--- src/rtl/neuron_mac.sv ---
// neuron_mac: streams signed fixed-point (input, weight) pairs, accumulates the
// rescaled products with saturation and presents a bias-adjusted pre-activation sum.
module neuron_mac #(
    parameter int data_width = 16,
    parameter int frac_bits  = 12,
    parameter int num_inputs = 4
) (
    input  logic                           clk,
    input  logic                           rst_n,
    input  logic                           in_valid,
    output logic                           in_ready,
    input  logic signed [data_width-1:0]   in_data,
    input  logic signed [data_width-1:0]   in_weight,
    input  logic signed [data_width-1:0]   bias,
    output logic signed [2*data_width-1:0] sum_out,
    output logic                           out_valid
);
    localparam int pw = 2 * data_width;
    localparam int cw = $clog2(num_inputs) + 1;

    localparam logic [1:0] ST_ACC   = 2'd0;
    localparam logic [1:0] ST_FLUSH = 2'd1;
    localparam logic [1:0] ST_BIAS  = 2'd2;

    localparam logic signed [pw:0] sat_hi = {2'b00, {(pw-1){1'b1}}};
    localparam logic signed [pw:0] sat_lo = {2'b11, {(pw-1){1'b0}}};

    // Sums carry one guard bit so overflow is visible before clamping to pw bits.
    function automatic logic signed [pw-1:0] sat(input logic signed [pw:0] x);
        if (x > sat_hi) begin
            return sat_hi[pw-1:0];
        end else if (x < sat_lo) begin
            return sat_lo[pw-1:0];
        end
        return x[pw-1:0];
    endfunction

    logic [1:0]           state_q, state_d;
    logic [cw-1:0]        count_q, count_d;
    logic signed [pw-1:0] prod_q, prod_d;
    logic                 prod_vld_q, prod_vld_d;
    logic signed [pw-1:0] acc_q, acc_d;
    logic signed [pw-1:0] sum_q, sum_d;
    logic                 out_valid_q, out_valid_d;

    logic                 accept;
    logic signed [pw-1:0] prod_shift;
    logic signed [pw:0]   acc_plus_prod;
    logic signed [pw:0]   acc_plus_bias;

    assign in_ready      = (state_q == ST_ACC);
    assign accept        = in_valid && in_ready;
    assign prod_shift    = prod_q >>> frac_bits;
    assign acc_plus_prod = {acc_q[pw-1], acc_q} + {prod_shift[pw-1], prod_shift};
    assign acc_plus_bias = {acc_q[pw-1], acc_q} + {{(data_width+1){bias[data_width-1]}}, bias};

    always_comb begin
        state_d     = state_q;
        count_d     = count_q;
        prod_d      = prod_q;
        prod_vld_d  = accept;
        acc_d       = acc_q;
        sum_d       = sum_q;
        out_valid_d = 1'b0;

        if (accept) begin
            prod_d = pw'(in_data) * pw'(in_weight);
        end
        if (prod_vld_q) begin
            acc_d = sat(acc_plus_prod);
        end

        // The product of the last beat lands in acc during FLUSH, so BIAS sees the full frame.
        case (state_q)
            ST_ACC: begin
                if (accept) begin
                    if (count_q == cw'(num_inputs - 1)) begin
                        count_d = '0;
                        state_d = ST_FLUSH;
                    end else begin
                        count_d = count_q + cw'(1);
                    end
                end
            end
            ST_FLUSH: begin
                state_d = ST_BIAS;
            end
            ST_BIAS: begin
                sum_d       = sat(acc_plus_bias);
                out_valid_d = 1'b1;
                acc_d       = '0;
                state_d     = ST_ACC;
            end
            default: begin
                state_d = ST_ACC;
            end
        endcase
    end

    always_ff @(posedge clk or negedge rst_n) begin
        if (!rst_n) begin
            state_q     <= ST_ACC;
            count_q     <= '0;
            prod_q      <= '0;
            prod_vld_q  <= 1'b0;
            acc_q       <= '0;
            sum_q       <= '0;
            out_valid_q <= 1'b0;
        end else begin
            state_q     <= state_d;
            count_q     <= count_d;
            prod_q      <= prod_d;
            prod_vld_q  <= prod_vld_d;
            acc_q       <= acc_d;
            sum_q       <= sum_d;
            out_valid_q <= out_valid_d;
        end
    end

    assign sum_out   = sum_q;
    assign out_valid = out_valid_q;

endmodule
--- config.mk ---
export PLATFORM = sky130hd
export DESIGN_NAME = neuron_mac
export DESIGN_NICKNAME = d
export VERILOG_FILES = /design/src/rtl/neuron_mac.sv
export SDC_FILE = /design/constraint.sdc
export NUM_CORES = 1
export LEC_CHECK = 0
export CORE_UTILIZATION = 35
export CTS_BUF_LIST = sky130_fd_sc_hd__clkbuf_16
export CTS_CLUSTER_SIZE = 30
export DETAILED_ROUTE_END_ITERATION = 8
export GPL_TIMING_DRIVEN = 0
export HOLD_SLACK_MARGIN = 0.02
export PLACE_DENSITY = 0.55
export SLEW_MARGIN = 20
export SYNTH_ARGS = -nofsm -noshare
export SYNTH_HDL_FRONTEND = slang
export SYNTH_SLANG_ARGS = --single-unit
--- constraint.sdc ---
create_clock -name clk -period 7.65 [get_ports clk]
set_input_delay 1.1475 -clock clk [delete_from_list [all_inputs] [get_ports clk]]
set_output_delay 1.1475 -clock clk [all_outputs]
set_load 0.01 [all_outputs]
==> impl_results.md, run 1 <==
- Outcome: completed
- TritonCTS clock tree: done
- DR vias: 12300
- Nets: 2339
- Chip height: 217 um
- # rows: 78
- CP Launch Type: input pin
- Synth Area in XOR/XNOR: 4.77%
- Clock slew at reported path FFs: 0.07 ns
- Post-synth EDFFs: 0
- Final Non-Filler Cells: 2486
- Syn_nets: 2239
- Synth async-reset ratio: 100%
- Fin util: 40.2%
- Worst slack, placed: -1.78 ns
- CTS root buffer: clkbuf_16
- CP Cell Sequence: clkdlybuf4s15_2, buf_2, nand2_1, fa_1, inv_1, fa_1, fa_1, fa_1, fa_1, inv_1, fa_1, inv_1, ha_2, a21o_1, a221o_1, a2111oi_4, buf_4, or4_4, a21oi_1, a2111oi_4, o21bai_1, xnor2_2, o21ai_0
- Area growth from synthesis to layout: 13.2%
- Compound-Gate Fraction of Synth Area: 13.9%
- Post-synthesis simple-gate area fraction: 13.9%
- Largest family of logic cells by synthesized area: adder cells
- Post-Synthesis Cells: 1781
- Clk_lat worst skew: 0.35 ns
- GRT overflow: 0
- Setup TNS: 0 ns
- Final Hold Fails: 0
- Commonest non-fill, non-tap cell in the layout: inv_1
- Top area cells in the synthesized netlist: fa_1 (33%), dfrtp_1 (14%), ha_1 (11%)
- Most common cell on crit path: fa_1
- Total GRT Usage: 18.2%
- Worst Slack Setup Final: 0.203 ns
- DRC viols: 0
- Fin crit period: 7.45 ns
- Commonest non-fill, non-tap cells in the layout: inv_1 (335), fa_1 (261), nand2_1 (189), ha_1 (142), and2_1 (129)
- Post-synthesis mux area share: 0%
- Share of the synthesized area in the top cell type: 32.6%
- Synth Flop Type: dfrtp_1
- Critical path data required time: 7.86 ns
- Vias per inst: 4.94
- Slowest cell on crit path: fa_1
- CP max FO: 10
- Die X: 217 um
- Crit path buf inv count: 6
- CP arrival: 7.66 ns
- Synth area leader: fa_1
- Pre-antenna DRT Iters: 5
- Final slew viol count: 0
- GP Congestion: 0.900
- Input/output buffers: 84
- Clock Tree Buf Depth: 2
- Post-route ant nets: 0
- Crit end category: flip-flop
- Synth Register Bits: 91
- Slew headroom: 40.4%
- Final setup violating endpoints: 0
- Peak Freq: 134 MHz
- WL/cell: 16.5 um
- Placed cell count: 2466
- Synth Warn #: 0
- Largest net degree at the start of global routing: 59
- Top Ports: 85
- Initial antenna violation count: 0
- Layout cells sized above 1: 5.25%
- CTS Hold Bufs: 0
- Post-Synthesis Cell Area: 16200 sq um
- Worst min path class: flip-flop to flip-flop
- Max-cap violations: 0
- Core footprint: 45500 sq um
- Clock buffer count from CTS: 9
- Netlist cell types: 58
- Layout Skew: 0.00758 ns
- Worst Tran Pin Value: 0.894 ns
- Syn Area/Cell: 9.07 sq um
- Detailed Route WL: 40900 um
- Setup Crit Path Kind: input pin to flip-flop
- Number of global-route vias before repair: 13300
- Full die area: 47000 sq um
- Antenna Cells: 0
- 1st-iter DRT viols: 454
- Post-Synth Adder-Cell Area: 44.0%
- Sequential area share after synthesis: 14.1%
- First-pass GRT wire length: 68100 um
- Final period util: 97.3%
- H-tree levels: 3
- Top delay family on crit path: adder cells
- Slowest Stage Delay on Critical Path: 0.58 ns
- DP HPWL: 34900 um
- CTS sink count: 91
- Initial Util: 35.5%
## state kept, by name (all words and copies together) (netlist names)
signal      count
sum_out        32
out_valid       1
prod_q         20
count_q         3
acc_q          32
prod_vld_q      1
state_q         2
## logic make-up after synthesis
logic type | after synthesis
buffers and inverters | 395
AND/OR/NAND/NOR | 453
AO/OA/AOI/OAI | 343
adder cells (fa/ha/maj) | 411
XOR/XNOR | 88
flip-flops | 91
## stage by stage
step | hold WS (ns) | instance area, sq um
detailed placement | 0.452 | 17800
global placement | 0.438 | 17800
finish | 0.458 | 18300
global route | 0.489 | 18300
floorplan | 0.426 | 16200
CTS | 0.463 | 18300
## worst paths after layout
check	from	to	cells past startpoint	slack [ns]
worst max-delay path	in_weight[7]	prod_q[30]	23	0.20
worst min-delay path	state_q[1]	state_q[1]	1	0.46
worst max register to register	acc_q[0]	sum_out[30]	15	3.56
worst min register to register	state_q[1]	state_q[1]	1	0.46
max in group asynchronous	rst_n	acc_q[29]	2	6.37
min in group asynchronous	rst_n	sum_out[4]	1	0.68
## repair_timing
item | CTS | global route
gates resized for setup | 101 | 58
setup endpoints to repair | 14 | 8
gates cloned | 0 | 0
setup buffers | 2 | 2
pin swaps | 4 | 4
## area by class of cell
class | count | area, sq um
buffer | 60 | 408
fill | 4704 | 27200
clock inverter | 7 | 98.8
timing repair buffer | 89 | 833
clock buffer | 9 | 225
tap | 600 | 751
multi-input combinational | 1295 | 12400
inverter | 335 | 1260
sequential | 91 | 2280
## routing by layer
layer / share of wire (%) / vias up / wire length, um / GRT usage, %
li1: - / 5936 / - / -
met1: 46 / 6054 / 18800 / 24.0
met2: 48 / 237 / 19600 / 31.0
met3: 4.2 / 44 / 1720 / 2.47
met4: 1.8 / 0 / 748 / 5.05
met5: 0 / - / 0 / 0
## cells in the mapped netlist, drive strengths merged, types with 8 or more instances
cell,number
buf,8
a211oi,11
nand2b,13
ha,144
o21ai,91
a221o,35
fa,263
a21oi,96
nand2,189
nand3,13
nor2,42
dfrtp,91
o21a,9
o21bai,11
clkbuf,52
nand4,10
and2,129
and3,14
xnor2,58
xor2,30
inv,335
nor2b,15
a21o,42
nor3,10
## worst reg2reg max path, stage by stage, from the launching register on
cell      delay [ns]
dfrtp_1         0.43
ha_1            0.19
inv_1           0.05
fa_1            0.38
nand2b_1        0.19
a21o_1          0.20
a211oi_1        0.49
o31ai_1         0.19
a21oi_1         0.33
o211ai_1        0.16
o221ai_1        0.32
and2_1          0.17
buf_2           0.20
a21oi_1         0.15
clkbuf_1        0.34
a21oi_1         0.23
Power of run 1 is left out: the tool's default activity adds up to more than one toggle a clock period on the data nets, which glitch-free logic cannot reach.
==> inputs of run 2 (changes only) <==
Settings changed: CELL_PAD_IN_SITES_DETAIL_PLACEMENT set to 0, CELL_PAD_IN_SITES_GLOBAL_PLACEMENT set to 2, PLACE_DENSITY 0.55 to 0.78, SLEW_MARGIN 20 to not set.
==> impl_results.md, run 2 (synthesized netlist as in run 1, its figures left out) <==
- WP depth: 23 (unchanged)
- R2R setup slack: 3.54 ns (-0.02 ns)
- Slowest Stage Delay on Critical Path: 0.63 ns (+0.05 ns)
- Worst Slack Setup Final: 0.237 ns (+0.0339 ns)
- Initial antenna violation count: 2 (+2)
- Clock slew at reported path FFs: 0.07 ns (about the same)
- Post-CTS setup buffer count: 0 (-2)
- Final Hold Fails: 0 (unchanged)
- First-pass GRT wire length: 69500 um (+2.0%)
- Core footprint: 45500 sq um (unchanged)
- Placed cell count: 2466 (unchanged)
- Final period util: 96.9% (-0.44 points)
- Nets: 2335 (-0.17%)
- GP Congestion: 0.902 (+0.26%)
- Final slew viol count: 0 (unchanged)
- Input/output buffers: 84 (unchanged)
- Post-route ant nets: 0 (unchanged)
- Vias per inst: 4.86 (-1.6%)
- R2R depth: 15 (unchanged)
- Initial Util: 35.5% (unchanged)
- Chip height: 217 um (unchanged)
- Clock buffer count from CTS: 9 (unchanged)
- Total GRT Usage: 18.9% (+0.71 points)
- CTS sink count: 91 (unchanged)
- Largest net degree at the start of global routing: 62 (+5.1%)
- Worst slack, placed: -1.71 ns (+0.0696 ns)
- RSZ-0062 raised after global routing: yes
- Slowest cell on crit path: clkdlybuf4s50_1
- Number of global-route vias before repair: 13000 (-2.4%)
- WL/cell: 17.2 um (+4.2%)
- Top delay family on crit path: adder cells
- Pre-antenna DRT Iters: 5 (unchanged)
- TritonCTS clock tree: done
- GRT overflow: 0 (unchanged)
- CP max FO: 10 (unchanged)
- Die X: 217 um (unchanged)
- Clock Tree Buf Depth: 2 (unchanged)
- H-tree levels: 3 (unchanged)
- 1st-iter DRT viols: 641 (+41%)
- CP Cell Sequence: clkdlybuf4s50_1, clkbuf_4, nand2_1, fa_1, fa_1, inv_1, fa_1, fa_1, fa_1, inv_1, fa_1, inv_1, ha_1, a211oi_1, o21bai_2, a41o_1, a41oi_1, or4_1, a21oi_2, a2111oi_4, a21oi_1, xnor2_1, o21ai_0
- Final Non-Filler Cells: 2483 (-0.12%)
- Hold path depth: 1 (unchanged)
- Slew headroom: 27.2% (-13 points)
- Setup Crit Path Kind: input pin to flip-flop
- DRC viols: 0 (unchanged)
- Worst min path class: flip-flop to flip-flop
- DR vias: 12100 (-1.7%)
- Commonest non-fill, non-tap cells in the layout: inv_1 (335), fa_1 (259), nand2_1 (189), ha_1 (144), and2_1 (129)
- Final setup violating endpoints: 0 (unchanged)
- Top Ports: 85 (unchanged)
- Worst Tran Pin Value: 1.09 ns (+0.198 ns)
- Crit path buf inv count: 5 (-1)
- CP arrival: 7.64 ns (-0.02 ns)
- DP HPWL: 36500 um (+4.6%)
- Layout cells sized above 1: 4.30% (-0.95 points)
- # rows: 78 (unchanged)
- CTS root buffer: clkbuf_16
- Layout Skew: 0.00723 ns (-0.000354 ns)
- Critical path data required time: 7.88 ns (+0.02 ns)
- Crit end category: flip-flop
- CP Launch Type: input pin
- Fin crit period: 7.41 ns (-0.0339 ns)
- Clk_lat worst skew: 0.36 ns (about the same)
- Commonest non-fill, non-tap cell in the layout: inv_1
- Setup TNS: 0 ns (unchanged)
- Final hold slack: 0.459 ns (+0.000997 ns)
- Peak Freq: 135 MHz (+0.46%)
- Full die area: 47000 sq um (unchanged)
- Max-cap violations: 0 (unchanged)
- Outcome: completed
- Detailed Route WL: 42600 um (+4.1%)
- CTS Hold Bufs: 0 (unchanged)
- Most common cell on crit path: fa_1
- Fill count: 4644 (-1.3%)
- Area growth from synthesis to layout: 12.8%
==> run 2: worst paths after layout <==
path	startpoint	endpoint
max in group asynchronous	rst_n	acc_q[31]
setup / recovery	in_weight[13]	prod_q[31]
setup reg to reg	acc_q[0]	sum_out[30]
hold / removal	state_q[1]	state_q[1]
hold reg to reg	state_q[1]	state_q[1]
min in group asynchronous	rst_n	sum_out[8]
==> run 2: timing repair <==
action                                  in CTS  in global routing
gates resized for setup                     83                 40
pin swaps                                    2                  5
endpoints found under the setup margin      10                  5
==> run 2: per-layer routing <==
| layer | vias up | part of all wire (%) | GRT usage [%] |
|---|---|---|---|
| met5 | - | 0.031 | 0 |
| met4 | 2 | 1.9 | 4.91 |
| met3 | 44 | 3.4 | 2.36 |
| met2 | 228 | 48 | 33.1 |
| met1 | 5864 | 46 | 24.5 |
| li1 | 5928 | - | - |
==> run 2: stage by stage <==
stage	cell area [sq um]	utilization [%]
5_1_grt	18200	40.1
3_3_place_gp	17800	39.0
2_1_floorplan	16200	-
6_report	18200	40.1
3_5_place_dp	17800	39.1
4_1_cts	18200	40.0
==> run 2: area by class of cell <==
| type | count | area [sq um] | area share [%] |
|---|---|---|---|
| inverters | 335 | 1260 | 6.90 |
| clock inverters | 7 | 60.1 | 0.330 |
| well taps | 600 | 751 | 4.12 |
| multi-input cells | 1295 | 12400 | 68.2 |
| repair buffers | 85 | 837 | 4.59 |
| plain buffers | 60 | 388 | 2.13 |
| diodes | 1 | 2.50 | 0.0137 |
| clock buffers | 9 | 225 | 1.24 |
| flip-flops and latches | 91 | 2280 | 12.5 |
Power of run 2 is left out for the same reason.
==> inputs of run 3 (changes only) <==
Settings changed: CAP_MARGIN set to 5.
==> results of run 3 <==
Final layout, timing and power as in run 2 (identical DEF).
Power of run 3 is left out for the same reason.
==> RTL edit, RTL diff (settings of run 2) <==
`num_inputs`: 4 -> 2.
--- a/src/rtl/neuron_mac.sv
+++ b/src/rtl/neuron_mac.sv
@@ -5,3 +5,3 @@
     parameter int frac_bits  = 12,
-    parameter int num_inputs = 4
+    parameter int num_inputs = 2
 ) (
Behaviour: not the same (a bounded check fails within 4 cycles, from zero or initial values and one cycle with rst_n low).
==> RTL edit against run 2 <==
- synthesized cell count up 3.7%
- worst setup slack better by 0.076 ns
- clock skew up 0.0056 ns
- area after synthesis up 1.7%
- routed wire length up 3.4%
- sequential cell count down 1
- sequential share of layout area down 0.33 points
- non-clock buffer count up 14
- core utilization down 0.21 points
- final area up 1.6%
Power is left out: the tool's default activity adds up to more than one toggle a clock period on the data nets, which glitch-free logic cannot reach.
==> RTL edit: results (changes against run 2) <==
[cts]
cts_max_path_buffers=2  ; unchanged
clk_root_buffer_cell=clkbuf_16  ; unchanged
clk_latency_ns=0.35
numCtsBuffers=9  ; unchanged
h-tree-depth=3  ; unchanged
clkSlewWorstSetupHoldPaths_ns=0.08

[synth]
yosysSeqAreaShare_pct=13.70  ; was 14.09%
synth-adder-area-share_pct=42.92  ; was 43.97%
synthTopCellsByArea=fa_1 (32%), dfrtp_1 (14%), ha_1 (11%)  ; was fa_1 (33%), dfrtp_1 (14%), ha_1 (11%)
synth_warnings=0  ; unchanged
synth_top_area_cell=fa_1  ; unchanged
synth_compound_area_share_pct=13.85  ; was 13.94%
synth.area.mux_share_pct=0.06090  ; was 0%
synth_common_cells=inv_1 (310), fa_1 (263), nand2_1 (215)  ; was inv_1 (335), fa_1 (263), nand2_1 (189)
async_flop_share_pct=100.0  ; unchanged
yosys.area_share.xor_xnor_pct=4.316  ; was 4.769%
syn_nets=2304  ; was 2239
synth_cell_types=75  ; was 58
synth_flop_cell=dfrtp_1  ; unchanged

[min_path]
whs_path_depth=1  ; unchanged
hp-class=flop to flop  ; unchanged
hold_start=count_q[1]  ; was state_q[1]
worstHoldEndpoint=state_q[0]  ; was state_q[1]

[job]
maxCapViolations=0  ; unchanged

[grt]
antenna_found_initial=2  ; unchanged
grt_use_total_pct=19.44  ; was 18.86%
grt_first_pass_wirelength_um=72660  ; was 69480 um
grt_max_degree=58  ; was 62

[setup_path]
r2r-start=acc_q[6]  ; was acc_q[0]
path_delay_family=adder cells  ; unchanged
cp.arrival_ns=7.56  ; was 7.64 ns
critPathMaxStageDelay_ns=0.51  ; was 0.63 ns
reg2regPathDepth=11  ; was 15
reg2reg_to=sum_out[26]  ; was sum_out[30]
rrSetupSlack_ns=3.94  ; was 3.54 ns
critPathSlowestCell=fa_1  ; was clkdlybuf4s50_1

[detailed_routing]
first_iter_violations=628  ; was 641
avgRoutedWirePerCell_um=17.21  ; was 17.16 um
route.vias.total=12650  ; was 12070
first_pass_iters=5  ; unchanged

[layout]
antenna_cells=0  ; was 1
final_nets=2404  ; was 2335
drive_gt1_share_pct=5.328  ; was 4.304%

[place]
port_buffers=84  ; unchanged
dp_hpwl_um=36910  ; was 36480 um
routabilityCongestion=0.8434  ; was 0.9023

[timing]
max-slew-margin-rel_pct=53.40  ; was 27.24%
finalClockSkew_ns=0.01287  ; was 0.007228 ns

[outcome]
outcome=completed  ; unchanged

[RTL edit: cell types whose count changed in the layout (fill, tap and decap cells not counted), moves of 11 or more]
cell / run 2 / this run
nor2_1: 42 / 81
a221o_1: 35 / 3
nand2_1: 189 / 215
inv_1: 335 / 310
a21oi_1: 95 / 106
a31oi_1: 5 / 16
xnor2_1: 58 / 47
[RTL edit: repair_timing]
action / 4_1_cts / 5_1_grt
resized for setup: 63 / 45
hold buffers: 0 / 0
pin swaps: 5 / 2
buffers inserted: 2 / 3
endpoints found under the setup margin: 13 / 6
[RTL edit: kinds of logic (layout without fill, tap and decap cells)]
family,count (synthesis),in the layout
multiplexers,1,1
buffers and inverters,381,486
XOR/XNOR,81,81
AND/OR/NAND/NOR,529,529
adder cells (fa/ha/maj),406,406
flip-flops,90,90
AO/OA/AOI/OAI,359,359
[RTL edit: layer usage]
metal,track usage (%),vias to the layer above,part of all wire (%)
li1,-,6117,-
met1,28.03,6303,50
met2,31.76,203,46
met5,0,-,0
met4,3.102,0,0.95
met3,2.088,27,3.5
[RTL edit: how the worst max path moves through the flow]
stage	slack [ns]	endpoint	depth (start not counted)	startpoint
4_1_cts	0.004	prod_q[31]	22	in_weight[13]
6_report	0.31	prod_q[28]	23	in_data[11]
3_3_place_gp	-1.24	prod_q[31]	22	in_data[10]
3_5_place_dp	-1.27	prod_q[31]	22	in_data[10]
5_1_grt	-0.001	prod_q[28]	23	in_weight[12]
2_1_floorplan	0.63	prod_q[31]	21	in_weight[1]
[RTL edit: metrics by stage]
| step | hold slack [ns] | worst slack [ns] | std cells | area (sq um) | utilization [%] |
|---|---|---|---|---|---|
| final | 0.4227 | 0.3128 | 2559 | 18520 | 39.86 |
| after detailed placement | 0.4165 | -1.274 | 2539 | 18060 | 38.88 |
| after global routing | 0.4429 | -0.001278 | 2559 | 18520 | 39.86 |
| after CTS | 0.4269 | 0.003734 | 2556 | 18430 | 39.67 |
| after floorplan | 0.3942 | 0.6316 | 1847 | 16440 | - |
| after global placement | 0.4128 | -1.238 | 2538 | 18040 | 38.83 |
[RTL edit: area by class of cell]
class	count	area, sq um
Clock inverter	7	55.05
Buffer	69	495.5
Timing Repair Buffer	90	897.1
Tap cell	607	759.5
Sequential cell	90	2252
Multi-Input combinational cell	1376	12660
Clock buffer	9	225.2
Inverter	311	1171
Fill cell	4765	27940
